`config.mk`:
```
export PLATFORM = sky130hd
export DESIGN_NAME = hazard_ctrl
export DESIGN_NICKNAME = d
export VERILOG_FILES = /design/src/rtl/hazard_pkg.sv /design/src/rtl/fwd_select.sv /design/src/rtl/hazard_ctrl.sv
export SDC_FILE = /design/constraint.sdc
export NUM_CORES = 1
export LEC_CHECK = 0
export CAP_MARGIN = 20
export CORE_ASPECT_RATIO = 1.2
export CORE_MARGIN = 4
export CORE_UTILIZATION = 40
export CTS_CLUSTER_SIZE = 8
export DETAILED_ROUTE_END_ITERATION = 16
export PLACE_DENSITY = 0.8
export SLEW_MARGIN = 20
export SYNTH_ARGS = -nofsm -noshare
export SYNTH_HDL_FRONTEND = slang
export SYNTH_HIERARCHICAL = 1
export SYNTH_SLANG_ARGS = --single-unit
```
`constraint.sdc`:
```
create_clock -name clk -period 4.54 [get_ports clk]
set_input_delay 0.681 -clock clk [delete_from_list [all_inputs] [get_ports clk]]
set_output_delay 0.681 -clock clk [all_outputs]
set_load 0.01 [all_outputs]
```
`src/rtl/hazard_pkg.sv`:
```
// hazard_pkg: shared types and defaults for the pipeline hazard controller.
//   fwd_sel_t  - forwarding mux select encoding (register file / EX-MEM / MEM-WB)
//   hz_state_t - memory-wait FSM states
//   TIMEOUT_DEF- default watchdog limit in MEMWAIT cycles
package hazard_pkg;

    localparam int TIMEOUT_DEF = 255;

    typedef enum logic [1:0] {
        FWD_REG = 2'b00,
        FWD_MEM = 2'b01,
        FWD_WB  = 2'b10
    } fwd_sel_t;

    typedef enum logic {
        RUN     = 1'b0,
        MEMWAIT = 1'b1
    } hz_state_t;

endpackage

```
`src/rtl/fwd_select.sv`:
```
// fwd_select: forwarding select for one EX source operand.
//   ex_rs                     - source register of the instruction in EX
//   mem_rd / mem_regwrite     - EX/MEM writeback target
//   wb_rd  / wb_regwrite      - MEM/WB writeback target
//   sel                       - FWD_MEM beats FWD_WB beats FWD_REG; x0 never forwards
module fwd_select
    import hazard_pkg::*;
#(
    parameter int RA_W = 5
) (
    input  logic [RA_W-1:0] ex_rs,
    input  logic [RA_W-1:0] mem_rd,
    input  logic            mem_regwrite,
    input  logic [RA_W-1:0] wb_rd,
    input  logic            wb_regwrite,
    output fwd_sel_t        sel
);

    always_comb begin
        sel = FWD_REG;
        if (wb_regwrite && (wb_rd != '0) && (wb_rd == ex_rs))
            sel = FWD_WB;
        // Younger result wins, so the EX/MEM test overrides the MEM/WB one.
        if (mem_regwrite && (mem_rd != '0) && (mem_rd == ex_rs))
            sel = FWD_MEM;
    end

endmodule

```
`src/rtl/hazard_ctrl.sv`:
```
// hazard_ctrl: hazard controller for the 5-stage RV32 pipeline.
//   Inputs : ID/EX/MEM/WB register addresses and write flags, mem_req,
//            dmem_ready, branch_taken, clk, reset (async, active high).
//   Outputs: fwd_a/fwd_b forwarding selects, pc/ifid/idex/exmem write enables,
//            ifid_flush, ctrlf (ID/EX control squash), memwb_bubble,
//            sticky mem_timeout watchdog flag.
//   Build option HAZARD_PERF_EN adds the stall_cycles / flush_count counters.
module hazard_ctrl
    import hazard_pkg::*;
#(
    parameter int RA_W    = 5,
    parameter int TIMEOUT = TIMEOUT_DEF,
    parameter int CNT_W   = 32
) (
    input  logic            clk,
    input  logic            reset,
    input  logic [RA_W-1:0] id_rs1,
    input  logic [RA_W-1:0] id_rs2,
    input  logic [RA_W-1:0] ex_rs1,
    input  logic [RA_W-1:0] ex_rs2,
    input  logic [RA_W-1:0] ex_rd,
    input  logic            ex_memread,
    input  logic [RA_W-1:0] mem_rd,
    input  logic            mem_regwrite,
    input  logic [RA_W-1:0] wb_rd,
    input  logic            wb_regwrite,
    input  logic            mem_req,
    input  logic            dmem_ready,
    input  logic            branch_taken,
    output logic [1:0]      fwd_a,
    output logic [1:0]      fwd_b,
    output logic            pc_we,
    output logic            ifid_we,
    output logic            idex_we,
    output logic            exmem_we,
    output logic            ifid_flush,
    output logic            ctrlf,
    output logic            memwb_bubble,
    output logic            mem_timeout
`ifdef HAZARD_PERF_EN
   ,output logic [CNT_W-1:0] stall_cycles
   ,output logic [CNT_W-1:0] flush_count
`endif
);

    localparam int WC_W = (TIMEOUT < 1) ? 1 : $clog2(TIMEOUT + 1);

    hz_state_t       state_q, state_d;
    logic [WC_W-1:0] wait_cnt_q, wait_cnt_d;
    logic            mem_timeout_q, mem_timeout_d;
    fwd_sel_t        sel_a, sel_b;
    logic            freeze, loaduse;

    fwd_select #(.RA_W(RA_W)) u_fwd_a (
        .ex_rs(ex_rs1), .mem_rd(mem_rd), .mem_regwrite(mem_regwrite),
        .wb_rd(wb_rd), .wb_regwrite(wb_regwrite), .sel(sel_a)
    );

    fwd_select #(.RA_W(RA_W)) u_fwd_b (
        .ex_rs(ex_rs2), .mem_rd(mem_rd), .mem_regwrite(mem_regwrite),
        .wb_rd(wb_rd), .wb_regwrite(wb_regwrite), .sel(sel_b)
    );

    // The freeze drops in the very cycle dmem_ready is seen, so an access
    // with N wait cycles freezes for exactly N cycles and a zero-wait access
    // never freezes; MEMWAIT ignores mem_req while waiting.
    assign freeze  = !dmem_ready && ((state_q == MEMWAIT) || mem_req);
    assign loaduse = ex_memread && (ex_rd != '0) &&
                     ((ex_rd == id_rs1) || (ex_rd == id_rs2));

    // Pipeline control, priority freeze > branch > load-use > none.
    always_comb begin
        fwd_a        = sel_a;
        fwd_b        = sel_b;
        pc_we        = 1'b1;
        ifid_we      = 1'b1;
        idex_we      = 1'b1;
        exmem_we     = 1'b1;
        ifid_flush   = 1'b0;
        ctrlf        = 1'b0;
        memwb_bubble = 1'b0;
        if (reset) begin
            fwd_a        = FWD_REG;
            fwd_b        = FWD_REG;
            pc_we        = 1'b0;
            ifid_we      = 1'b0;
            idex_we      = 1'b0;
            exmem_we     = 1'b0;
            ifid_flush   = 1'b1;
            ctrlf        = 1'b1;
            memwb_bubble = 1'b1;
        end else if (freeze) begin
            pc_we        = 1'b0;
            ifid_we      = 1'b0;
            idex_we      = 1'b0;
            exmem_we     = 1'b0;
            memwb_bubble = 1'b1;
        end else if (branch_taken) begin
            // Squashing ID also discards any load-use hit on it.
            ifid_flush   = 1'b1;
            ctrlf        = 1'b1;
        end else if (loaduse) begin
            pc_we        = 1'b0;
            ifid_we      = 1'b0;
            ctrlf        = 1'b1;
        end
    end

    // Memory-wait FSM and watchdog.
    always_comb begin
        state_d       = state_q;
        wait_cnt_d    = '0;
        mem_timeout_d = mem_timeout_q;
        case (state_q)
            RUN: begin
                if (mem_req && !dmem_ready)
                    state_d = MEMWAIT;
            end
            MEMWAIT: begin
                // Saturate so a long hang cannot wrap the count.
                wait_cnt_d = (wait_cnt_q == WC_W'(TIMEOUT)) ? wait_cnt_q
                                                            : wait_cnt_q + WC_W'(1);
                if (wait_cnt_d == WC_W'(TIMEOUT))
                    mem_timeout_d = 1'b1;
                if (dmem_ready)
                    state_d = RUN;
            end
            default: state_d = RUN;
        endcase
    end

    always_ff @(posedge clk or posedge reset) begin
        if (reset) begin
            state_q       <= RUN;
            wait_cnt_q    <= '0;
            mem_timeout_q <= 1'b0;
        end else begin
            state_q       <= state_d;
            wait_cnt_q    <= wait_cnt_d;
            mem_timeout_q <= mem_timeout_d;
        end
    end

    assign mem_timeout = mem_timeout_q;

`ifdef HAZARD_PERF_EN
    logic [CNT_W-1:0] stall_cycles_q, stall_cycles_d;
    logic [CNT_W-1:0] flush_count_q, flush_count_d;

    always_comb begin
        stall_cycles_d = stall_cycles_q;
        flush_count_d  = flush_count_q;
        if (freeze || loaduse)
            stall_cycles_d = stall_cycles_q + CNT_W'(1);
        if (branch_taken && !freeze)
            flush_count_d = flush_count_q + CNT_W'(1);
    end

    always_ff @(posedge clk or posedge reset) begin
        if (reset) begin
            stall_cycles_q <= '0;
            flush_count_q  <= '0;
        end else begin
            stall_cycles_q <= stall_cycles_d;
            flush_count_q  <= flush_count_d;
        end
    end

    assign stall_cycles = stall_cycles_q;
    assign flush_count  = flush_count_q;
`endif

endmodule
```
Word level (Yosys, flattened, before mapping)
Cells that the tools add are included.

operators by class
  mux-type cells = 26
  bitwise operators = 1
  add/sub/neg operators = 1
  eq/ne operators = 8
  reductions and logical operators = 17

operators with widths
  operator             number
  $eq 5x5->1           6
  $mux 1               17
  $eq 8x8->1 const B   2
  $mux 8               2
  $reduce_bool 5->1    3
  $mux 2               6
  $logic_and 1x1->1    10
  $add 8x1->8 const B  1
  $logic_or 1x1->1     2
  $pmux 1 s2           1
  $reduce_and 2->1     1
  $logic_not 1->1      1
  $not 1->1            1

storage, ports and cells
  word-level logic and storage cells = 56
  register bits after elaboration = 10
  input port bits = 43

Depth between registers and ports, before layout
  word-level depth = 7
  depth in mapped cells = 6

Modules after synthesis
Netlist, hierarchy kept.

by module, submodules not included
  module       sequential area each (µm²)  cells each  instances  area an instance (µm²)
  hazard_ctrl  250.2                       91          1          759.5
  fwd_select   0.0                         20          2          151.4

Worst setup path after synthesis
Ideal clock, no wire load.

  path type = input to output
  start point = input port ex_rd[1]
  end point = output port pc_we
  cell stages on the path = 4
  buffers on the path = 1
  setup slack = 2.155 ns
  arrival time = 1.704 ns
  required time = 3.859 ns
  cell sequence = or4_1 -> o21ai_0 -> o31a_1 -> buf_4

between the ends
  cells in the longest elaborated chain, start to end = 7

ends and longest elaborated chain
  item                                                          RTL line                              RTL
  from (decl)                                                   hazard_ctrl.sv:21                     input logic [RA_W-1:0] ex_rd,
  $eq 5x5->1 / $reduce_bool 5->1 (equally long branches)        hazard_ctrl.sv:69, hazard_ctrl.sv:68
  $logic_or 1x1->1 / $logic_and 1x1->1 (equally long branches)  hazard_ctrl.sv:69, hazard_ctrl.sv:68
  $logic_and 1x1->1 *                                           hazard_ctrl.sv:68                     assign loaduse = ex_memread && (ex_rd != '0) &&
  $mux 1 * (4 in a row)                                         n/a
  to (decl)                                                     hazard_ctrl.sv:32                     output logic pc_we,

Mark *: on every way between the ends. The rest lies on a longest branch, timed or not.

Worst setup path after layout
  start point = input port mem_rd[0]
  end point = output port fwd_b[1]

between the ends
  cells in the longest elaborated chain, start to end = 5

ends and longest elaborated chain
  item                 RTL line           RTL
  from (decl)          hazard_ctrl.sv:23  input logic [RA_W-1:0] mem_rd,
  $reduce_bool 5->1    fwd_select.sv:24   if (mem_regwrite && (mem_rd != '0) && (mem_rd == ex_rs))
  $logic_and 1x1->1    fwd_select.sv:24
  $logic_and 1x1->1 *  fwd_select.sv:24
  $mux 2 *             fwd_select.sv:24
  via sel_b[1]         hazard_ctrl.sv:51  fwd_sel_t sel_a, sel_b;
  $mux 2 *             hazard_ctrl.sv:82  if (reset) begin
  to (decl)            hazard_ctrl.sv:31  output logic [1:0] fwd_b,

Mark *: on every way through the listed nets, which the timed path passes. The rest lies on a longest branch.

==> flow_summary.yaml <==
outcome:
  run_status: "finished clean"
placement:
  port_buffers: 54
  place_inst: 214
  place.gp.congestion: 0.996
  dp_slack_ps: 1200
  hpwl_um: 2650
clock_tree:
  cts_setup_buffers: 0
  cts_made_buffers: 3
  cts.repair.resized: 0
  cts_num_sinks: 10
  insertion_delay_ps: 260
  htree_levels: 1
  cts_tree: "done"
  clockRootBuffer: "clkbuf_4"
  clk_pin_slew_ps: 60
  hold_buffers: 0
  clockBufferDepth: 2
finish:
  layout-drive-gt1-share_pct: 7.61
  n_antenna_cell: 0
  multi_input_area_um2: 762
  seqCellArea_um2: 250
  synthToLayoutAreaGrowth_pct: 54.7
  fin_cells: 217
  final_nets: 230
  nFillCells: 204
die:
  die_w_um: 55.0
  die_h_um: 64.5
  ios: 55
  core.rowCount: 20
  die_area_um2: 3550
  start_util_pct: 42.0
  coreArea_um2: 2530
detailed_routing:
  ant_nets: 0
  routedWlPerCell_um: 14.3
  drc: 0
  first_pass_iters: 4
  vias_per_cell: 5.35
  vias: 1161
  drt-total-wl_um: 3100
  drtIter0Drc: 44
hold_path:
  hold_path_class: "reg2reg"
setup_path:
  r2r_end: "wait_cnt_q[1]"
  end_kind: "primary output"
  arrival_ps: 2630
  critical_path_class: "in2out"
  reg2reg_slack_ps: 2790
  crit_end: "fwd_b[1]"
  worst_setup_path_start_kind: "primary input"
  cp-startpoint: "mem_rd[0]"
  cp_data_required_time_ps: 3860
  crit_fanout: 4
  r2r.worst_path.cells: 5
  r2r_start: "wait_cnt_q[0]"
grt:
  grt_pass1_wl_um: 5160
  track_usage_pct: 19.1
  antenna_found_initial: 0
  grt_overflow: 0
  grt_max_degree: 14
  grt_pass1_vias: 1228
synth:
  netlist_instances: 131
  synth_area_um2: 1060
  yosysUniqueCellTypes: 35
  ys_seq_elements: 10
  yosys_warnings: 6
  syn_area_per_cell_um2: 8.11
  seq_area_frac_synth_pct: 23.6
  synth.net_count: 175
sta:
  postLayoutSetupSlackWorst_ps: 1220
  setup_viol: 0
  clock.fmax_mhz: 302
  hold_viol: 0
  final.min_clock_period_ps: 3320
  period_share_pct: 73.0
  rsz0062_at_grt: "no"
  slew_headroom_pct: 68.6
  finalSetupTns_ps: 0
  fin_skew_ps: 1.98
  tightest_slew_ps: 471
  drv_slew: 0
run:
  drv_cap: 0
power:
  ir_worst_vdd_mv: 0.0959
  p_leak_nw: 0.631
  power_density_nw_per_um2: 156
critical path, cell delays in order:
cell,delay (ps)
clkdlybuf4s50_1,530
o41ai_2,420
a211oi_2,140
nor3_2,170
nor2b_1,150
clkdlybuf4s50_1,550
metrics by stage:
step | hold WS [ps] | area (um2) | power [W] | util (%)
2_1_floorplan | 494 | 1060 | 0.000136 | -
3_5_place_dp | 463 | 1620 | 0.000199 | 64.1
5_1_grt | 501 | 1640 | 0.000272 | 65.0
4_1_cts | 477 | 1640 | 0.000259 | 65.0
6_report | 479 | 1640 | 0.000257 | 65.0
3_3_place_gp | 444 | 1620 | 0.000196 | 64.1
cells in the final DEF (no fill, tap or decap), types with 4 or more instances in the layout:
master / n
nor2_1: 12
nor2b_1: 4
nand2_1: 13
inv_1: 7
xor2_1: 17
xnor2_1: 12
dfrtp_1: 10
clkdlybuf4s50_1: 54
nor3_1: 7
a21oi_1: 7
nand3_1: 5
sequential cells by signal, summed over array words and instances (netlist names):
register and count:
state_q 1, wait_cnt_q 8, mem_timeout 1
layer usage:
layer / up-vias / part of all wire, % / wire length [um] / GRT usage (%)
li1: 569 / - / - / -
met1: 517 / 36 / 1110 / 20.7
met2: 68 / 54 / 1670 / 35.7
met3: 7 / 9.1 / 281 / 3.68
met4: 0 / 1.4 / 43 / 5.47
met5: - / 0 / 0 / 0
worst min path at each step:
stage,depth (start not counted),start,to
after floorplan,1,wait_cnt_q[4],wait_cnt_q[4]
after global placement,2,mem_timeout,mem_timeout
after detailed placement,2,mem_timeout,mem_timeout
after CTS,2,mem_timeout,mem_timeout
after global routing,2,mem_timeout,mem_timeout
final,2,mem_timeout,mem_timeout
cells in the mapped netlist:
cell | count | share of area [%]
xor2_1 | 17 | 14
nand2_1 | 13 | 4.6
nor2_1 | 12 | 4.2
xnor2_1 | 12 | 9.9
dfrtp_1 | 10 | 24
a21oi_1 | 7 | 3.3
inv_1 | 7 | 2.5
nor3_1 | 7 | 3.3
nand3_1 | 5 | 2.4
nor2b_1 | 4 | 2.4
mux2i_1 | 3 | 2.8
o21ai_0 | 3 | 1.4
o41ai_2 | 3 | 4.6
a211oi_2 | 2 | 2.4
a31oi_1 | 2 | 1.2
buf_4 | 2 | 1.4
nor3_2 | 2 | 1.9
nor4_1 | 2 | 1.2
or2_2 | 2 | 1.2
a211oi_1 | 1 | 0.71
a22oi_1 | 1 | 0.71
a311oi_1 | 1 | 0.82
and4_2 | 1 | 0.94
and4b_1 | 1 | 0.94
buf_2 | 1 | 0.47
clkbuf_1 | 1 | 0.35
ha_1 | 1 | 1.2
nand3_2 | 1 | 0.94
nand3b_1 | 1 | 0.71
nand4_1 | 1 | 0.59
o22ai_1 | 1 | 0.59
o311ai_0 | 1 | 0.82
o31a_1 | 1 | 0.82
or3_1 | 1 | 0.59
or4_1 | 1 | 0.71
logic make-up (layout without fill, tap and decap cells):
family	after synthesis	count (layout)	share of synthesized area, %
buffers and inverters	11	64	4.71
AND/OR/NAND/NOR	54	54	26.5
multiplexers	3	3	2.83
adder cells (fa/ha/maj)	1	1	1.18
flip-flops	10	10	23.6
AO/OA/AOI/OAI	23	23	17.3
XOR/XNOR	29	29	23.9
final cells by class:
cell class,instances,area share (%)
flip-flops and latches,10,15.2
well taps,33,2.51
inverters,7,1.60
repair buffers,54,32.9
clock buffers,3,1.37
multi-input cells,110,46.4
report_power, final:
group | internal [W] | leakage (nW) | switching [W]
clock | 0.0000306 | 0.0138 | 0.0000287
combinational | 0.0000604 | 0.481 | 0.0000432
sequential | 0.0000911 | 0.137 | 0.00000278
total | 0.000182 | 0.631 | 0.0000747
No activity file was read; power rests on OpenSTA's default activity.
